$ cat src/rtl/inert_pkg.sv
// inert_pkg: shared state encoding, default offsets/gains and the saturation helper
// for the inertial pitch complementary filter.
`default_nettype none

package inert_pkg;

  typedef enum logic [1:0] {
    IDLE   = 2'd0,
    SETTLE = 2'd1,
    RUN    = 2'd2
  } state_t;

  localparam logic [15:0] DEF_RT_OFF       = 16'h0050;
  localparam logic [15:0] DEF_AZ_OFF       = 16'h00A0;
  localparam int          DEF_ACC_GAIN     = 327;
  localparam int          DEF_ACC_SHIFT    = 13;
  localparam int          DEF_FUSE_SLOW    = 1024;
  localparam int          DEF_FUSE_FAST    = 8192;
  localparam int          DEF_SETTLE_SMPLS = 512;

  // Clamp a sign-extended value into the signed range of a w-bit word.
  function automatic logic signed [63:0] sat_signed(input logic signed [63:0] x,
                                                    input int                 w);
    logic signed [63:0] hi;
    logic signed [63:0] lo;
    hi = (64'sd1 <<< (w - 1)) - 64'sd1;
    lo = -(64'sd1 <<< (w - 1));
    if (x > hi) begin
      return hi;
    end else if (x < lo) begin
      return lo;
    end else begin
      return x;
    end
  endfunction

endpackage

`default_nettype wire

$ cat src/rtl/inert_acc_pitch.sv
// inert_acc_pitch: first pipeline stage -- offset removal on rate and AZ, AZ to pitch
// scaling with saturation, registered together with the stage valid.
`default_nettype none

module inert_acc_pitch
  import inert_pkg::*;
#(
  parameter int           W         = 16,
  parameter logic [W-1:0] RT_OFF    = DEF_RT_OFF,
  parameter logic [W-1:0] AZ_OFF    = DEF_AZ_OFF,
  parameter int           ACC_GAIN  = DEF_ACC_GAIN,
  parameter int           ACC_SHIFT = DEF_ACC_SHIFT
) (
  input  logic                clk,
  input  logic                rst_n,
  input  logic                vld,
  input  logic                clr,
  input  logic [W-1:0]        ptch_rt,
  input  logic [W-1:0]        az,
  output logic [W-1:0]        rt_c,
  output logic signed [W-1:0] acc,
  output logic                s1_vld
);

  localparam logic signed [2*W-1:0] GAIN = (2*W)'(ACC_GAIN);

  logic [W-1:0]          rt_sub;
  logic [W-1:0]          az_sub;
  logic signed [2*W-1:0] prod;
  logic signed [2*W-1:0] shifted;
  logic signed [63:0]    shifted_ext;
  logic signed [63:0]    acc_sat;
  logic                  unused_acc_hi;

  always_comb begin
    rt_sub      = ptch_rt - RT_OFF;
    az_sub      = az - AZ_OFF;
    prod        = $signed({{W{az_sub[W-1]}}, az_sub}) * GAIN;
    shifted     = prod >>> ACC_SHIFT;
    shifted_ext = {{(64-2*W){shifted[2*W-1]}}, shifted};
    acc_sat     = sat_signed(shifted_ext, W);
  end

  assign unused_acc_hi = ^acc_sat[63:W];

  // clr kills the sample entering this stage so nothing reaches the integrator next cycle.
  always_ff @(posedge clk or negedge rst_n) begin
    if (!rst_n) begin
      rt_c   <= '0;
      acc    <= '0;
      s1_vld <= 1'b0;
    end else if (clr) begin
      s1_vld <= 1'b0;
    end else begin
      s1_vld <= vld;
      if (vld) begin
        rt_c <= rt_sub;
        acc  <= acc_sat[W-1:0];
      end
    end
  end

endmodule

`default_nettype wire

$ cat src/rtl/inertial_integrator_gen.sv
// inertial_integrator_gen: two-stage pitch complementary filter with saturating integrator.
// INERT_FAST_SETTLE_EN enables the SETTLE phase with the fast fusion gain.
`default_nettype none

module inertial_integrator_gen
  import inert_pkg::*;
#(
  parameter int           W            = 16,
  parameter int           FRAC         = 11,
  parameter logic [W-1:0] RT_OFF       = DEF_RT_OFF,
  parameter logic [W-1:0] AZ_OFF       = DEF_AZ_OFF,
  parameter int           ACC_GAIN     = DEF_ACC_GAIN,
  parameter int           ACC_SHIFT    = DEF_ACC_SHIFT,
  parameter int           FUSE_SLOW    = DEF_FUSE_SLOW,
  parameter int           FUSE_FAST    = DEF_FUSE_FAST,
  parameter int           SETTLE_SMPLS = DEF_SETTLE_SMPLS
) (
  input  logic         clk,
  input  logic         rst_n,
  input  logic         vld,
  input  logic [W-1:0] ptch_rt,
  input  logic [W-1:0] AZ,
  input  logic         clr,
  output logic [W-1:0] ptch,
  output logic         ptch_vld,
  output logic         settled
);

  localparam int IW = W + FRAC;
  localparam int XW = IW + 2;

  logic [W-1:0]          rt_c;
  logic signed [W-1:0]   acc;
  logic                  s1_vld;
  logic signed [IW-1:0]  integ;
  logic signed [W-1:0]   ptch_s;
  logic signed [XW-1:0]  gain;
  logic signed [XW-1:0]  fuse;
  logic signed [XW-1:0]  integ_sum;
  logic signed [63:0]    integ_sat;
  logic                  unused_sat_hi;
  state_t                state;

  inert_acc_pitch #(
    .W         (W),
    .RT_OFF    (RT_OFF),
    .AZ_OFF    (AZ_OFF),
    .ACC_GAIN  (ACC_GAIN),
    .ACC_SHIFT (ACC_SHIFT)
  ) u_acc_pitch (
    .clk     (clk),
    .rst_n   (rst_n),
    .vld     (vld),
    .clr     (clr),
    .ptch_rt (ptch_rt),
    .az      (AZ),
    .rt_c    (rt_c),
    .acc     (acc),
    .s1_vld  (s1_vld)
  );

  assign ptch_s = $signed(integ[IW-1:FRAC]);
  assign ptch   = ptch_s;

  // Two guard bits keep integ - rt_c + fuse exact before clamping.
  always_comb begin
    if (acc > ptch_s) begin
      fuse = gain;
    end else if (acc < ptch_s) begin
      fuse = -gain;
    end else begin
      fuse = '0;
    end
    integ_sum = {{2{integ[IW-1]}}, integ} - {{(XW-W){rt_c[W-1]}}, rt_c} + fuse;
    integ_sat = sat_signed({{(64-XW){integ_sum[XW-1]}}, integ_sum}, IW);
  end

  assign unused_sat_hi = ^integ_sat[63:IW];

  always_ff @(posedge clk or negedge rst_n) begin
    if (!rst_n) begin
      integ    <= '0;
      ptch_vld <= 1'b0;
    end else if (clr) begin
      integ    <= '0;
      ptch_vld <= 1'b0;
    end else begin
      ptch_vld <= s1_vld;
      if (s1_vld) begin
        integ <= integ_sat[IW-1:0];
      end
    end
  end

`ifdef INERT_FAST_SETTLE_EN
  localparam int CW = (SETTLE_SMPLS > 1) ? $clog2(SETTLE_SMPLS) : 1;

  logic [CW-1:0] settle_cnt;

  assign gain = (state == RUN) ? XW'(FUSE_SLOW) : XW'(FUSE_FAST);

  // The sample that completes the count still uses the fast gain; settled lands with its ptch_vld.
  always_ff @(posedge clk or negedge rst_n) begin
    if (!rst_n) begin
      state      <= IDLE;
      settle_cnt <= '0;
      settled    <= 1'b0;
    end else if (clr) begin
      state      <= IDLE;
      settle_cnt <= '0;
      settled    <= 1'b0;
    end else if (s1_vld && (state != RUN)) begin
      if (settle_cnt == CW'(SETTLE_SMPLS - 1)) begin
        state   <= RUN;
        settled <= 1'b1;
      end else begin
        state      <= SETTLE;
        settle_cnt <= settle_cnt + 1'b1;
      end
    end
  end
`else
  localparam int unused_settle_params = FUSE_FAST + SETTLE_SMPLS;

  assign gain = XW'(FUSE_SLOW);

  always_ff @(posedge clk or negedge rst_n) begin
    if (!rst_n) begin
      state   <= IDLE;
      settled <= 1'b0;
    end else if (clr) begin
      state   <= IDLE;
      settled <= 1'b0;
    end else if (s1_vld && (state == IDLE)) begin
      state   <= RUN;
      settled <= 1'b1;
    end
  end
`endif

endmodule

`default_nettype wire

$ cat config.mk
export PLATFORM = sky130hd
export DESIGN_NAME = inertial_integrator_gen
export DESIGN_NICKNAME = d
export VERILOG_FILES = /design/src/rtl/inert_pkg.sv /design/src/rtl/inert_acc_pitch.sv /design/src/rtl/inertial_integrator_gen.sv
export SDC_FILE = /design/constraint.sdc
export NUM_CORES = 1
export LEC_CHECK = 0
export CAP_MARGIN = 5
export CORE_ASPECT_RATIO = 1.2
export CORE_UTILIZATION = 45
export DETAILED_ROUTE_END_ITERATION = 10
export PLACE_DENSITY_LB_ADDON = 0.2
export SYNTH_ARGS = -nofsm -noshare
export SYNTH_HDL_FRONTEND = slang
export SYNTH_HIERARCHICAL = 1
export SYNTH_SLANG_ARGS = --single-unit
$ cat constraint.sdc
create_clock -name clk -period 6.8 [get_ports clk]
set_input_delay 1.36 -clock clk [delete_from_list [all_inputs] [get_ports clk]]
set_output_delay 1.36 -clock clk [all_outputs]
set_load 0.1 [all_outputs]
# Word level (Yosys, flattened, before mapping)
# Cells that the tools add are included.
dict set report totals {
  ff_bits 64
  input_bits 36
  output_inout_bits 18
  wordCells 38
}
dict set report op_classes {
  addsub 4
  mul 1
  magnitude_cmp 6
  mux 14
  bitwise_logic 1
  reduce_logical 5
}
# cell count
set ops {}
lappend ops {{$mux W27} 4}
lappend ops {{$mux W29} 2}
lappend ops {{$mux W16} 2}
lappend ops {{$add A29 B29 Y29} 1}
lappend ops {{$gt A29 B27 Y1 const B} 1}
lappend ops {{$lt A29 B27 Y1 const B} 1}
lappend ops {{$sub A27 B16 Y28} 1}
lappend ops {{$mul A16 B10 Y26 const B} 1}
lappend ops {{$gt A13 B16 Y1 const B} 1}
lappend ops {{$gt A16 B16 Y1} 1}
lappend ops {{$lt A13 B16 Y1 const B} 1}
lappend ops {{$lt A16 B16 Y1} 1}
lappend ops {{$sub A16 B7 Y16 const B} 1}
lappend ops {{$sub A16 B8 Y16 const B} 1}
lappend ops {{$mux W1} 4}
lappend ops {{$mux W2} 2}
lappend ops {{$reduce_bool A2 Y1} 2}
lappend ops {{$logic_not A2 Y1} 1}
lappend ops {{$reduce_and A2 Y1} 1}
lappend ops {{$logic_and A1 B1 Y1} 1}
lappend ops {{$not A1 Y1} 1}

# Logic depth before layout (Yosys ltp)
# Gate-level depths: netlist of the first run.
dict set report depth {
  depth_word 9
  ltp_mapped 23
  mapped_depth_nobuf 21
}

# Modules after synthesis
# The synthesis of the first run kept the hierarchy.
# module instances cells_per_inst area_per_inst_um2 seq_area_each_um2
set by_module_without_submodules {}
lappend by_module_without_submodules {inert_acc_pitch 1 466 4332.9 775.7}
lappend by_module_without_submodules {inertial_integrator_gen 1 507 4046.4 725.7}

# Least setup slack after synthesis of the first run
# Ideal clock, no wire load.
dict set report synth_timing {
  path_type {input port to flip-flop}
  startpoint {input AZ[5]}
  endpoint {register u_acc_pitch.acc[14]}
  setup_time_ps 131
  arrival_ps 7200
  setup_slack_ps -531
  stages 21
  path_buffers 0
  cell_sequence {inv_1 -> ha_1 -> nand2b_1 -> nand3_1 -> xor2_1 -> inv_1 -> ha_1 -> ha_1 -> fa_1 -> fa_1 -> inv_1 -> fa_1 -> inv_1 -> ha_1 -> nand4_1 -> o21ai_0 -> a31oi_1 -> o31ai_4 -> o211ai_2 -> mux2i_1 -> o21ai_0}
}
dict set report synth_between {
  elab_chain_cells 5
  elab_cells_between_ends 6
}
# element line
set synth_lines {}
lappend synth_lines {{start, declared} inertial_integrator_gen.sv:22} ;# input logic [W-1:0] AZ,
lappend synth_lines {{$sub A16 B8 Y16 *} inert_acc_pitch.sv:37} ;# az_sub = az - AZ_OFF;
lappend synth_lines {{$mul A16 B10 Y26 *} inert_acc_pitch.sv:38} ;# prod = $signed({{W{az_sub[W-1]}}, az_sub}) * GAIN;
lappend synth_lines {{$lt A13 B16 Y1} inert_pkg.sv:30} ;# end else if (x < lo) begin
lappend synth_lines {{$mux W16} inert_pkg.sv:30}
lappend synth_lines {{$mux W16 *} inert_pkg.sv:28} ;# if (x > hi) begin
lappend synth_lines {{end signal, assigned} inert_acc_pitch.sv:58} ;# acc <= acc_sat[W-1:0];
lappend synth_lines {{end, declared} inert_acc_pitch.sv:21} ;# output logic signed [W-1:0] acc,
# Mark *: on every way between the ends. The rest lies on a longest branch, timed or not.
# A chain may end at the register's enable or synchronous reset.

# Worst setup path in the final report of the first run
# Same ends and word-level chain as after synthesis.

==> flow_summary.json, run 1 <==
{
  "routed_wl_mm": 18.2,
  "finalSetupViolations": 0,
  "postPlaceCellArea_um2": 9280,
  "initial_core_util": 0.461,
  "syn-cell-area_um2": 8380,
  "synth_area_per_cell_um2": 8.61,
  "grt_max_degree": 61,
  "finalCritPeriodShare": 0.954,
  "antenna_found_initial": 0,
  "async_flop_share": 1.00,
  "worst-endpoint-required_ns": 7.00,
  "critical_path_buf_inv_count": 5,
  "cts_sinks": 60,
  "yosysWarnings": 6,
  "drive_gt1_frac": 0.0817,
  "synthCells": 973,
  "grt_usage": 0.202,
  "cp_slowest_cell": "fa_1",
  "synth_edf_count": 0,
  "final_util": 0.527,
  "die-area_um2": 19200,
  "crit_chain": "clkdlybuf4s50_1, inv_1, ha_1, nand2b_1, nor2b_1, xnor2_1, inv_1, ha_1, ha_1, fa_1, fa_1, inv_1, fa_1, inv_1, ha_1, a211oi_2, nand2_1, o41ai_4, o31ai_4, o211ai_2, mux2i_1, o21ai_0",
  "finalHoldViolations": 0,
  "relSlewSlack": 0.233,
  "finClkSkew_ns": 0.00615,
  "io_pins": 54,
  "slew_viol_final": 0,
  "drt_iter0_markers": 258,
  "synth_nets": 1190,
  "ys_seq_elements": 60,
  "root_buffer": "clkbuf_16",
  "dp_hpwl_mm": 15.2,
  "grt_pass1_wl_mm": 31.3,
  "yosysSeqAreaShare": 0.179,
  "synthTopCellsByCount": "ha_1, inv_1, nand2_1",
  "cp.arrival_ns": 6.69,
  "fin_ws_ns": 0.314,
  "ys.flop_type": "dfrtp_1",
  "gr-total-overflow": 0,
  "io_buffers": 53,
  "clk_pin_slew_worst_paths_ns": 0.05,
  "drtPass1Iterations": 4,
  "final.min_clock_period_ns": 6.49,
  "placeableCoreArea_um2": 18200,
  "postRouteAntennaNets": 0,
  "synth.area.top_cells": "ha_1, dfrtp_1, fa_1",
  "cp-end-kind": "flip-flop",
  "wl_per_cell_um": 14.4,
  "hold_class": "flip-flop to flip-flop",
  "ys_types": 76,
  "maxCapViolCount": 0,
  "cp_max_fo": 4,
  "syn_to_final_growth_pct": 14.3,
  "outcome": "finished, final reports clean",
  "placementRows": 54,
  "cts_buffers": 9,
  "synth.most_common_cell": "ha_1",
  "fmax_mhz": 154,
  "fin_cells": 1265,
  "crit_family": "adder cells",
  "cts_buffer_depth": 2,
  "gp_congestion": 0.870,
  "nets": 1254,
  "synth_top_area_frac": 0.206,
  "grt_pass1_vias": 6771,
  "drc": 0,
  "die_h_um": 151,
  "dieWidth_um": 127,
  "place_inst": 1250,
  "preCtsSetupSlack_ns": -0.0574,
  "design_area_um2": 9570,
  "viasPerCell": 5.42,
  "filler_cell_count": 1727,
  "grt_setup_unrepaired": "false",
  "via_count": 6859,
  "clk_latency_ns": 0.33,
  "tightest_slew_ns": 1.14,
  "cts_tree": "yes",
  "path_class": "input pin to flip-flop",
  "max_stage_delay_ns": 0.54,
  "synth.largest_area_cell": "ha_1",
  "h-tree-depth": 3,
  "diodes": 0,
  "worstSetupStartpointType": "input pin"
}
==> cell families (layout without fill, tap and decap cells) <==
| family | Yosys count | count (layout) | share of synthesized area |
|---|---|---|---|
| and+or+nand+nor | 257 | 257 | 0.155 |
| adders and majority gates | 181 | 181 | 0.309 |
| xor gates and xnor gates | 67 | 67 | 0.0709 |
| DFF | 60 | 60 | 0.179 |
| AOI/OAI and AO/OA | 235 | 235 | 0.196 |
| muxes | 3 | 3 | 0.00373 |
| buffers and inverters | 170 | 238 | 0.0859 |
==> registers in the layout, indices dropped and copies added (netlist names) <==
| name | count |
|---|---|
| integ | 27 |
| u_acc_pitch/rt_c | 16 |
| u_acc_pitch/acc | 14 |
| ptch_vld | 1 |
| state | 1 |
| u_acc_pitch/s1_vld | 1 |
==> worst paths after layout <==
check                      slack (ns)  depth (start not counted)              endpoint                 from
hold reg to reg                  0.48                          2   u_acc_pitch/rt_c[2]  u_acc_pitch/rt_c[2]
max in group asynchronous        5.11                          2    u_acc_pitch/acc[9]                rst_n
setup reg to reg                 1.02                         19              integ[5]            integ[12]
setup / recovery                 0.31                         22   u_acc_pitch/acc[14]                AZ[5]
hold / removal                   0.48                          2   u_acc_pitch/rt_c[2]  u_acc_pitch/rt_c[2]
min in group asynchronous        1.17                          2  u_acc_pitch/rt_c[12]                rst_n
==> layout make-up <==
| type | count | area, um^2 | share of cell area |
|---|---|---|---|
| sequential | 60 | 1500 | 0.157 |
| multi-input combinational | 743 | 6190 | 0.647 |
| clock inverter | 5 | 52.6 | 0.00549 |
| inverter | 132 | 495 | 0.0518 |
| tap | 224 | 280 | 0.0293 |
| timing repair buffer | 91 | 811 | 0.0847 |
| clock buffer | 10 | 239 | 0.0250 |
==> layer usage <==
metal	vias up	global-route usage	wire length (um)
li1	3525	-	-
met1	3197	0.245	7990
met2	106	0.369	9230
met3	31	0.0186	450
met4	0	0.0795	510
met5	-	0	0
==> placed cells by master (no fill, tap or decap), drive strengths merged, types with 39 or more instances in the layout <==
| cell | instances |
|---|---|
| clkdlybuf4s50 | 52 |
| nand2 | 90 |
| o21ai | 75 |
| ha | 138 |
| xnor2 | 44 |
| a21oi | 49 |
| fa | 43 |
| inv | 132 |
| buf | 39 |
| dfrtp | 60 |
| nor2 | 45 |
==> worst register-to-register path: cells and delay by family, from the launching register on <==
kind,cells,cell delay (ns)
xor+xnor,1,0.88
flops,1,0.47
simple gates,6,1.54
buf+inv,1,0.08
compound gates,9,2.00
fa+ha+maj,2,0.72
==> through the flow <==
step / hold WS (ns) / TNS (ns)
2_1_floorplan: 0.446 / 0
3_3_place_gp: 0.462 / 0
3_5_place_dp: 0.469 / -0.181
4_1_cts: 0.482 / 0
5_1_grt: 0.504 / 0
6_report: 0.477 / 0
==> repair_timing <==
item	in CTS	in global routing
gates resized for setup	0	1
setup buffers	0	0
hold buffers	0	0
setup endpoints to repair	0	2
Power of run 1 is left out: the tool's default activity adds up to more than one toggle a clock period on the data nets, which glitch-free logic cannot reach.
==> inputs of run 2 (changes only) <==
--- a/config.mk
+++ b/config.mk
@@ -14,3 +14,4 @@
 export SYNTH_HDL_FRONTEND = slang
 export SYNTH_HIERARCHICAL = 1
 export SYNTH_SLANG_ARGS = --single-unit
+export TNS_END_PERCENT = 5
==> results of run 2 <==
Final layout, timing and power as in run 1 (identical DEF).
Power of run 2 is left out for the same reason.
==> inputs of run 3 (changes only) <==
--- a/config.mk
+++ b/config.mk
@@ -5,10 +5,12 @@
 export SDC_FILE = /design/constraint.sdc
 export NUM_CORES = 1
 export LEC_CHECK = 0
+export ABC_CLOCK_PERIOD_IN_PS = 6800
 export CAP_MARGIN = 5
 export CORE_ASPECT_RATIO = 1.2
 export CORE_UTILIZATION = 45
 export DETAILED_ROUTE_END_ITERATION = 10
+export GPL_TIMING_DRIVEN = 0
 export PLACE_DENSITY_LB_ADDON = 0.2
 export SYNTH_ARGS = -nofsm -noshare
 export SYNTH_HDL_FRONTEND = slang
==> run 3 against run 2 <==
  * Cell count grew 0.63%
  * Die area is the same
  * Largest cell class unchanged
  * Setup slack lost 0.015 ns
  * Global-route usage grew 0.64 points
  * Worst hold slack lost 0.00090 ns
  * Utilization grew 0.41 points
  * Maximum frequency shrank 0.23%
  * Non-clock buffer count grew 8
  * Routed wire length grew 4.8%
  * Critical path type unchanged
==> flow_summary.json, run 3 (synthesized netlist as in run 1, its figures left out) <==
{
  "slew_viol_final": 0,
  "grt_pass1_vias": 6792,
  "grt_pass1_wl_mm": 32.1,
  "cp_max_fo": 5,
  "finClkSkew_ns": 0.00810,
  "finalHoldViolations": 0,
  "fmax_mhz": 154,
  "grt_max_degree": 36,
  "gp_congestion": 0.848,
  "die_h_um": 151,
  "whs_path_depth": 2,
  "dieWidth_um": 127,
  "diodes": 0,
  "root_buffer": "clkbuf_16",
  "filler_cell_count": 1719,
  "relSlewSlack": 0.347,
  "final_util": 0.531,
  "initial_core_util": 0.461,
  "holdBufCountCts": 0,
  "outcome": "finished, final reports clean",
  "maxCapViolCount": 0,
  "final_cell_mix": "ha_1, inv_1, nand2_1",
  "worst_r2r_path_depth": 21,
  "final_common_cell": "ha_1",
  "register_area_um2": 1500,
  "drive_gt1_frac": 0.0801,
  "cp.arrival_ns": 6.71,
  "fin_cells": 1273,
  "drtPass1Iterations": 4,
  "largest_reg_flops": 27,
  "cts_buffers": 9,
  "worst-endpoint-required_ns": 7.00,
  "critical_path.reg2reg.startpoint": "u_acc_pitch/rt_c[15]",
  "placementRows": 54,
  "drt_iter0_markers": 332,
  "min_from": "u_acc_pitch/acc[4]",
  "io_buffers": 53,
  "routed_wl_mm": 19.0,
  "place_inst": 1251,
  "syn_to_final_growth_pct": 15.2,
  "cts_tree": "yes",
  "drc": 0,
  "clk_latency_ns": 0.33,
  "gr-total-overflow": 0,
  "clk_pin_slew_worst_paths_ns": 0.05,
  "finalSetupViolations": 0,
  "regMostFlops": "integ",
  "antenna_found_initial": 0,
  "wl_per_cell_um": 15.0,
  "dp_hpwl_mm": 15.8,
  "finalCritPeriodShare": 0.956,
  "critPathLaunch": "AZ[6]",
  "placeableCoreArea_um2": 18200,
  "cts_sinks": 60,
  "r2r_end": "integ[3]",
  "multi_input_area_um2": 6260,
  "h-tree-depth": 3,
  "largest_registers": "integ x27, u_acc_pitch/rt_c x16, u_acc_pitch/acc x14",
  "postRouteAntennaNets": 0,
  "path_class": "input pin to flip-flop",
  "cts_buffer_depth": 2,
  "cp-end-kind": "flip-flop",
  "tightest_slew_ns": 0.977,
  "final.min_clock_period_ns": 6.50,
  "hold_class": "flip-flop to flip-flop",
  "worstSetupStartpointType": "input pin",
  "grt_usage": 0.208,
  "die-area_um2": 19200,
  "via_count": 6960,
  "min_delay_worst_endpoint": "u_acc_pitch/acc[4]",
  "regToRegSetupSlack_ns": 1.58,
  "io_pins": 54,
  "viasPerCell": 5.47,
  "nets": 1262
}
==> run 3: changes by cell type in the layout (fill, tap and decap cells not counted), sizes merged <==
cell	before	now
dlymetal6s2s	0	1
clkbuf	10	27
clkinv	3	1
clkdlybuf4s50	52	50
clkdlybuf4s15	0	1
inv	132	131
buf	39	33
==> run 3: worst max-delay path by stage <==
stage | end | slack, ns | cells after the start
floorplan | u_acc_pitch/acc[14] | 0.20 | 21
global placement | u_acc_pitch/acc[14] | -1.09 | 22
detailed placement | u_acc_pitch/acc[15] | -1.14 | 22
CTS | u_acc_pitch/acc[15] | 0.03 | 22
global route | u_acc_pitch/acc[14] | -0.01 | 20
finish | u_acc_pitch/acc[14] | 0.30 | 22
==> run 3: what timing repair did <==
| action | 4_1_cts | 5_1_grt |
|---|---|---|
| resized for setup | 8 | 8 |
| cloned | 0 | 0 |
| buffers inserted | 5 | 2 |
| pin swaps | 4 | 5 |
| endpoints found under the setup margin | 14 | 11 |
==> run 3: layout make-up <==
type | count | area share
Buffer | 38 | 0.0232
Clock buffer | 13 | 0.0259
Clock inverter | 2 | 0.00363
Inverter | 132 | 0.0517
Multi-Input combinational cell | 743 | 0.648
Sequential cell | 60 | 0.156
Tap cell | 224 | 0.0290
Timing Repair Buffer | 61 | 0.0624
==> run 3: metrics by stage <==
step           worst slack (ns)  hold slack, ns  area [um^2]  setup TNS, ns
5_1_grt                 -0.0115           0.504         9650        -0.0208
3_3_place_gp              -1.09           0.460         9210         -11.04
3_5_place_dp              -1.14           0.470         9230         -11.57
4_1_cts                  0.0264           0.481         9590              0
2_1_floorplan             0.195           0.446         8400              0
6_report                  0.299           0.476         9650              0
==> run 3: worst max-delay path: stages <==
cell and delay, ns:
clkdlybuf4s50_1 0.43, inv_1 0.06, ha_1 0.20, nand2b_4 0.18, nand2_1 0.10, or3_4 0.38
xnor2_4 0.21, ha_1 0.26, ha_1 0.31, fa_1 0.48, fa_1 0.57, inv_1 0.06
fa_1 0.49, inv_1 0.04, ha_1 0.35, nand4_1 0.12, o21ai_0 0.11, a31oi_1 0.26
o31ai_4 0.16, o211ai_2 0.24, mux2i_1 0.24, o21ai_0 0.10
==> run 3: metal layers <==
metal	global-route usage	up-vias	wire, um
li1	-	3542	-
met1	0.251	3316	8300
met2	0.398	84	10100
met3	0.0130	18	307
met4	0.0590	0	286
met5	0	-	0
Power of run 3 is left out for the same reason.
